**config.mk**
```make
export PLATFORM = sky130hd
export DESIGN_NAME = axis_headerizer_arb
export DESIGN_NICKNAME = d
export VERILOG_FILES = /design/src/rtl/axis_headerizer_arb.sv
export SDC_FILE = /design/constraint.sdc
export NUM_CORES = 1
export LEC_CHECK = 0
export ABC_AREA = 1
export CORE_AREA = 8 8 194 196
export DETAILED_ROUTE_END_ITERATION = 8
export DIE_AREA = 0 0 202 204
export PLACE_DENSITY_LB_ADDON = 0.3
export SYNTH_ARGS = -nofsm -noshare
export SYNTH_HDL_FRONTEND = slang
export SYNTH_SLANG_ARGS = --single-unit
```
**constraint.sdc**
```tcl
create_clock -name clk -period 2.4 [get_ports clk]
set_input_delay 0.48 -clock clk [delete_from_list [all_inputs] [get_ports clk]]
set_output_delay 0.48 -clock clk [all_outputs]
set_load 0.005 [all_outputs]
```
**src/rtl/axis_headerizer_arb.sv**
```systemverilog
// Packet-granular round-robin arbiter in front of axis_headerizer.
// One source at a time is granted and keeps the grant until its TLAST flit
// is accepted. The granted stream is muxed onto the sides_* bus, and TID
// carries the source index so the emitted header names the originator.
module axis_headerizer_arb #(
    parameter int N          = 4,
    parameter int DATA_WIDTH = 64,
    parameter int DEST_WIDTH = 16,
    parameter int ID_WIDTH   = 16,
    parameter int USER_WIDTH = 8,
    localparam int GW        = (N > 1) ? $clog2(N) : 1,
    localparam int KW        = DATA_WIDTH / 8
) (
    input  logic                      clk,
    input  logic                      rst,
    input  logic [N*DATA_WIDTH-1:0]   src_TDATA,
    input  logic [N*KW-1:0]           src_TKEEP,
    input  logic [N-1:0]              src_TLAST,
    input  logic [N-1:0]              src_TVALID,
    output logic [N-1:0]              src_TREADY,
    input  logic [N*DEST_WIDTH-1:0]   src_TDEST,
    input  logic [N*USER_WIDTH-1:0]   src_TUSER,
    input  logic [N-1:0]              arb_mask,
    output logic [DATA_WIDTH-1:0]     sides_TDATA,
    output logic [KW-1:0]             sides_TKEEP,
    output logic                      sides_TLAST,
    output logic [DEST_WIDTH-1:0]     sides_TDEST,
    output logic [USER_WIDTH-1:0]     sides_TUSER,
    output logic [ID_WIDTH-1:0]       sides_TID,
    output logic                      sides_TVALID,
    input  logic                      sides_TREADY,
    output logic                      busy,
    output logic [GW-1:0]             grant_idx
);

    typedef enum logic {IDLE, LOCKED} state_t;

    state_t        state;
    logic [GW-1:0] last_grant;
    logic [GW-1:0] next_idx;
    logic [GW-1:0] cand;
    logic          found;
    logic [N-1:0]  eligible;
    logic          flit;

    assign eligible = src_TVALID & arb_mask;

    // Round-robin pick: first eligible source after last_grant, wrapping at N.
    always_comb begin
        next_idx = grant_idx;
        cand     = '0;
        found    = 1'b0;
        for (int k = 1; k <= N; k++) begin
            cand = GW'((int'(last_grant) + k) % N);
            if (!found && eligible[cand]) begin
                found    = 1'b1;
                next_idx = cand;
            end
        end
    end

    // Payload mux from the granted source; valid/ready only pass while locked.
    always_comb begin
        sides_TDATA  = src_TDATA[grant_idx*DATA_WIDTH +: DATA_WIDTH];
        sides_TKEEP  = src_TKEEP[grant_idx*KW +: KW];
        sides_TLAST  = src_TLAST[grant_idx];
        sides_TDEST  = src_TDEST[grant_idx*DEST_WIDTH +: DEST_WIDTH];
        sides_TUSER  = src_TUSER[grant_idx*USER_WIDTH +: USER_WIDTH];
        sides_TID    = ID_WIDTH'(grant_idx);
        sides_TVALID = busy & src_TVALID[grant_idx];
        src_TREADY   = '0;
        if (busy) begin
            src_TREADY[grant_idx] = sides_TREADY;
        end
    end

    assign flit = sides_TVALID & sides_TREADY;

    // Grant FSM: IDLE picks a source, LOCKED holds it until the TLAST flit.
    always_ff @(posedge clk or posedge rst) begin
        if (rst) begin
            state      <= IDLE;
            busy       <= 1'b0;
            grant_idx  <= '0;
            last_grant <= GW'(N - 1);
        end else begin
            case (state)
                IDLE: begin
                    if (found) begin
                        grant_idx <= next_idx;
                        busy      <= 1'b1;
                        state     <= LOCKED;
                    end
                end
                LOCKED: begin
                    if (flit && sides_TLAST) begin
                        last_grant <= grant_idx;
                        busy       <= 1'b0;
                        state      <= IDLE;
                    end
                end
                default: begin
                    busy  <= 1'b0;
                    state <= IDLE;
                end
            endcase
        end
    end

endmodule

```
Word level (Yosys, flattened, before mapping)
Index checks and enable logic that the tools add are counted.
{"block": "word_totals", "out_inout_bits": 121, "register_bits": 6, "ram_bits": 0, "mem_bits_ro": 0, "n_memories": 0, "latch_bits": 0}
{"block": "classes", "order_cmp": 6, "bitwise": 5, "reduce_logical": 12, "shifts": 4, "n_mul": 0, "eq_ne": 2, "div": 0, "mux": 29, "addsub": 4}
{"operator": "$shiftx A256 B9 Y64", "n": 1}
{"operator": "$shiftx A32 B6 Y8", "n": 2}
{"operator": "$shiftx A64 B7 Y16", "n": 1}
{"operator": "$lt A2 B3 Y1 const B", "n": 5}
{"operator": "$mux W1", "n": 15}
{"operator": "$bmux W1 S2", "n": 6}
{"operator": "$and A4 B4 Y4", "n": 2}
{"operator": "$mux W2", "n": 4}
{"operator": "$logic_and A1 B1 Y1", "n": 5}
{"operator": "$add A2 B1 Y2 const B", "n": 2}
{"operator": "$add A2 B2 Y2 const B", "n": 2}
{"operator": "$mux W4", "n": 1}
{"operator": "$pmux W1 S2", "n": 2}
{"operator": "$reduce_and A2 Y1", "n": 2}
{"operator": "$reduce_bool A4 Y1", "n": 1}
{"operator": "$logic_not A1 Y1", "n": 3}
{"operator": "$reduce_and A3 Y1", "n": 1}
{"operator": "$and A1 B1 Y1", "n": 2}
{"operator": "$demux W1 S2", "n": 1}
{"operator": "$ge A2 B1 Y1 const B", "n": 1}
{"operator": "$ne A2 B1 Y1 const B", "n": 1}
{"operator": "$ne A2 B2 Y1 const B", "n": 1}
{"operator": "$not A1 Y1", "n": 1}

Longest topological paths before layout
Gate-level depths: netlist (run 1).
{"block": "logic_depth", "ltp_word": 15, "ltp_mapped": 14, "ltp_nobuf": 13}

Least setup slack after synthesis (run 1)
No wires, ideal clock.
{"block": "synth_timing", "path_kind": "reg-to-output", "start": "register grant_idx[1]", "end": "output sides_TDATA[0]", "arrival_time_ns": 1.296, "required_ns": 1.920, "path_buffers": 3, "setup_slack_ns": 0.624, "stages_incl_launch_ff": 7, "cell_sequence": "dfrtp_1 > buf_2 > nor2_2 > buf_4 > buf_2 > a22oi_1 > nand3_1"}
{"block": "synth_between", "elab_chain_len": 1}
{"item": "start, declared", "line": "33", "rtl": "output logic [GW-1:0] grant_idx"}
{"item": "start signal, assigned", "line": "90", "rtl": "grant_idx <= next_idx;"}
{"item": "$shiftx A256 B9 Y64", "line": "64", "rtl": "sides_TDATA = src_TDATA[grant_idx*DATA_WIDTH +: DATA_WIDTH];"}
{"item": "end, declared", "line": "24", "rtl": "output logic [DATA_WIDTH-1:0] sides_TDATA,"}
Every way passes these cells.

Worst setup path after layout (run 1)
{"block": "layout_timing", "start": "register grant_idx[0]", "end": "output sides_TDEST[3]"}
{"block": "layout_between", "elab_chain_len": 1}
{"item": "$shiftx A64 B7 Y16", "line": "67", "rtl": "sides_TDEST = src_TDEST[grant_idx*DEST_WIDTH +: DEST_WIDTH];"}
{"item": "end, declared", "line": "27", "rtl": "output logic [DEST_WIDTH-1:0] sides_TDEST,"}
Every way passes these cells.

==> results.json, run 1 <==
{
  "hold_ws_ps": 480,
  "timing.hold.worst.class": "input port to async pin",
  "postPlaceCellArea_um2": 8890,
  "die_area_um2": 41200,
  "yosys_warnings": 0,
  "cts.reportedPaths.clkPinSlew_ps": 40,
  "numPlacedInstances": 1501,
  "power.density_cell_area_nw_per_um2": 956,
  "final-hold-violation-count": 0,
  "final_count_of_negative_setup_slack_endpoints": 3,
  "clk_root_buffer_cell": "sky130_fd_sc_hd__clkbuf_16",
  "synth_most_common_cell": "sky130_fd_sc_hd__nand3_1",
  "grt_setup_unrepaired": "yes",
  "postSynthAreaPerCell_um2": 5.68,
  "first_global_vias": 6781,
  "r2r_slack_ps": 580,
  "design.portCount": 520,
  "largest_net_degree_at_the_start_of_global_routing": 66,
  "status": "finished, violations left",
  "netSwitchingFraction_pct": 49.2,
  "yosys.cell_types.count": 25,
  "fin_total_pwr_mw": 9.11,
  "post-synth-top-area-fraction_pct": 47.3,
  "finalMaxSlewViolations": 0,
  "vdd_ir_drop_max_uv": 383,
  "p_sw_mw": 4.49,
  "arrival_ps": 1980,
  "wire_per_inst_um": 20.9,
  "min_period_over_period_pct": 102,
  "synth_top_flop_cell": "sky130_fd_sc_hd__dfrtp_1",
  "initialDrtViolationCount": 328,
  "placementRows": 69,
  "htree_num_levels": 1,
  "worst_slack_ps": -58.7,
  "critical_path_peak_fanout": 38,
  "power.share.combinational_pct": 93.8,
  "netlist_top_cells_count": "311 x sky130_fd_sc_hd__nand3_1, 97 x sky130_fd_sc_hd__a22oi_1, 33 x sky130_fd_sc_hd__nand2_1",
  "period_minus_slack_ps": 2460,
  "tns_ps": -154,
  "antenna_found_initial": 1,
  "mappedNetlistArea_um2": 3290,
  "power.share.clock_pct": 3.1,
  "routed_wl_mm": 32.2,
  "synth_edf_count": 0,
  "finish.net_count": 1478,
  "area_growth_syn_to_layout_pct": 190,
  "globalplace.congestion": 0.837,
  "synth_sequential_area_ratio_pct": 4.64,
  "die_width_um": 202,
  "yosysTopAreaCell": "sky130_fd_sc_hd__nand3_1",
  "cts_tree": "yes",
  "r2r-start": "last_grant[0]",
  "num_vias": 6576,
  "ant_nets": 0,
  "seq_power_share_pct": 3.1,
  "pre_cts_slack_ps": -32.5,
  "achievable_frequency_mhz": 407,
  "clk_latency_ps": 230,
  "synth.ff_latch_count": 6,
  "numPortBuffers": 505,
  "nature_of_the_critical_path_startpoint": "flop",
  "internal-power_mw": 4.63,
  "cts.path.max_buffers": 2,
  "drt_pass1_iterations": 5,
  "static-leakage-power_nw": 3.97,
  "initial_core_util_pct": 9.45,
  "global_route_wire_length_before_repair_mm": 42.6,
  "stdcell_area_um2": 9540,
  "largest_cells_by_area_after_synthesis": "sky130_fd_sc_hd__nand3_1 47%, sky130_fd_sc_hd__a22oi_1 22%, sky130_fd_sc_hd__buf_2 4.7%",
  "grt-ovfl-total": 0,
  "crit_path_end_kind": "output pin",
  "finalCoreUtilization_pct": 27.4,
  "timing.critical_path.required_ps": 1920,
  "cts_hold_buffers": 0,
  "drc": 0,
  "core_area_um2": 34800,
  "fin_skew_ps": 4.72,
  "final-instance-count-excl-fill": 1539,
  "insertedDiodeCount": 0,
  "grtUsageTotal_pct": 13.2,
  "drt-vias-per-instance": 4.27,
  "timing.setup.critical_path_class": "flop to output pin",
  "cts_inserted_buffers": 3,
  "place_hpwl_mm": 24.0,
  "r2r.worst_path.cells": 11,
  "dieHeight_um": 204,
  "worstSetupStartpoint": "grant_idx[0]",
  "timing.rr.end": "grant_idx[1]",
  "numClockSinks": 6,
  "drv_cap": 0,
  "async_flop_share_pct": 100,
  "netlist_instances": 579,
  "drive_gt1_share_pct": 10.4,
  "violations": "negative setup slack",
  "critical_path.endpoint": "sides_TDEST[3]"
}
-- cell usage in the layout, fill, tap and decap left out, drive strengths merged --
master / n
a22oi: 97
dfstp: 2
inv: 11
clkdlybuf4s15: 2
nand2: 51
clkdlybuf4s50: 409
dfrtp: 4
buf: 53
a21oi: 2
dlygate4sd2: 78
dlymetal6s2s: 16
nor2: 9
nand3: 311
conb: 14
nand4: 3
clkbuf: 11
o21ai: 2
a31oi: 1
nor3: 2
-- area by class of cell --
| class | instances | area, µm² |
|---|---|---|
| tap | 461 | 577 |
| clock buffer | 4 | 78.8 |
| timing repair buffer | 565 | 5870 |
| fill | 3816 | 25300 |
| multi-input combinational | 492 | 2810 |
| sequential | 6 | 160 |
| inverter | 11 | 48.8 |
-- logic make-up (layout without fill, tap and decap cells) --
kind of cell / Yosys count / in the layout / share of synthesized area (%)
AND/OR/NAND/NOR: 376 / 376 / 57.8
AO/OA/AOI/OAI: 102 / 102 / 23.1
buffers and inverters: 94 / 580 / 14.4
flip-flops: 6 / 6 / 4.64
other: 1 / 14 / 0.114
-- power by group through the flow --
stage / clock network, mW / logic (mW) / registers, mW
2_1_floorplan: 0 / 3.60 / 0.196
3_3_place_gp: 0 / 8.11 / 0.297
3_5_place_dp: 0 / 8.05 / 0.296
4_1_cts: 0.286 / 7.98 / 0.287
5_1_grt: 0.292 / 9.30 / 0.293
6_report: 0.281 / 8.55 / 0.285
-- routing by layer --
layer	share of wire, %	GRT usage [%]	vias up
li1	-	-	3157
met2	52	24.5	353
met3	8.2	3.71	23
met4	1.7	2.32	0
met5	0	0	-
met1	38	14.9	3043
-- sequential cells by signal, summed over array words and instances (netlist names) --
signal      count
busy            1
grant_idx       2
last_grant      2
state           1
-- worst max-delay path, cell delays in order (launching register included) --
cell	delay, ps
sky130_fd_sc_hd__dfrtp_4	460
sky130_fd_sc_hd__inv_6	70
sky130_fd_sc_hd__nor2_4	200
sky130_fd_sc_hd__buf_12	240
sky130_fd_sc_hd__a22oi_1	120
sky130_fd_sc_hd__nand3_1	110
sky130_fd_sc_hd__clkdlybuf4s50_1	520
-- timing repair --
action / CTS / global route
gates cloned: 3 / 7
pin swaps: 1 / 3
setup buffers: 9 / 15
resized for setup: 106 / 36
setup endpoints to repair: 101 / 30
-- worst min-delay path by stage --
stage / start / to / slack, ps / cells past startpoint
detailed placement: state / state / 580 / 2
finish: rst / state / 480 / 2
CTS: rst / state / 490 / 2
global route: rst / state / 520 / 2
global placement: state / state / 580 / 2
floorplan: rst / busy / 270 / 1
Power figures use the tool's default switching activity.
==> inputs of run 2 (changes only) <==
--- a/config.mk
+++ b/config.mk
@@ -7,6 +7,7 @@
 export LEC_CHECK = 0
 export ABC_AREA = 1
 export CORE_AREA = 8 8 194 196
+export CTS_CLUSTER_SIZE = 30
 export DETAILED_ROUTE_END_ITERATION = 8
 export DIE_AREA = 0 0 202 204
 export PLACE_DENSITY_LB_ADDON = 0.3
==> results of run 2 <==
The final DEF is identical to that of run 1; final timing and power are the same.
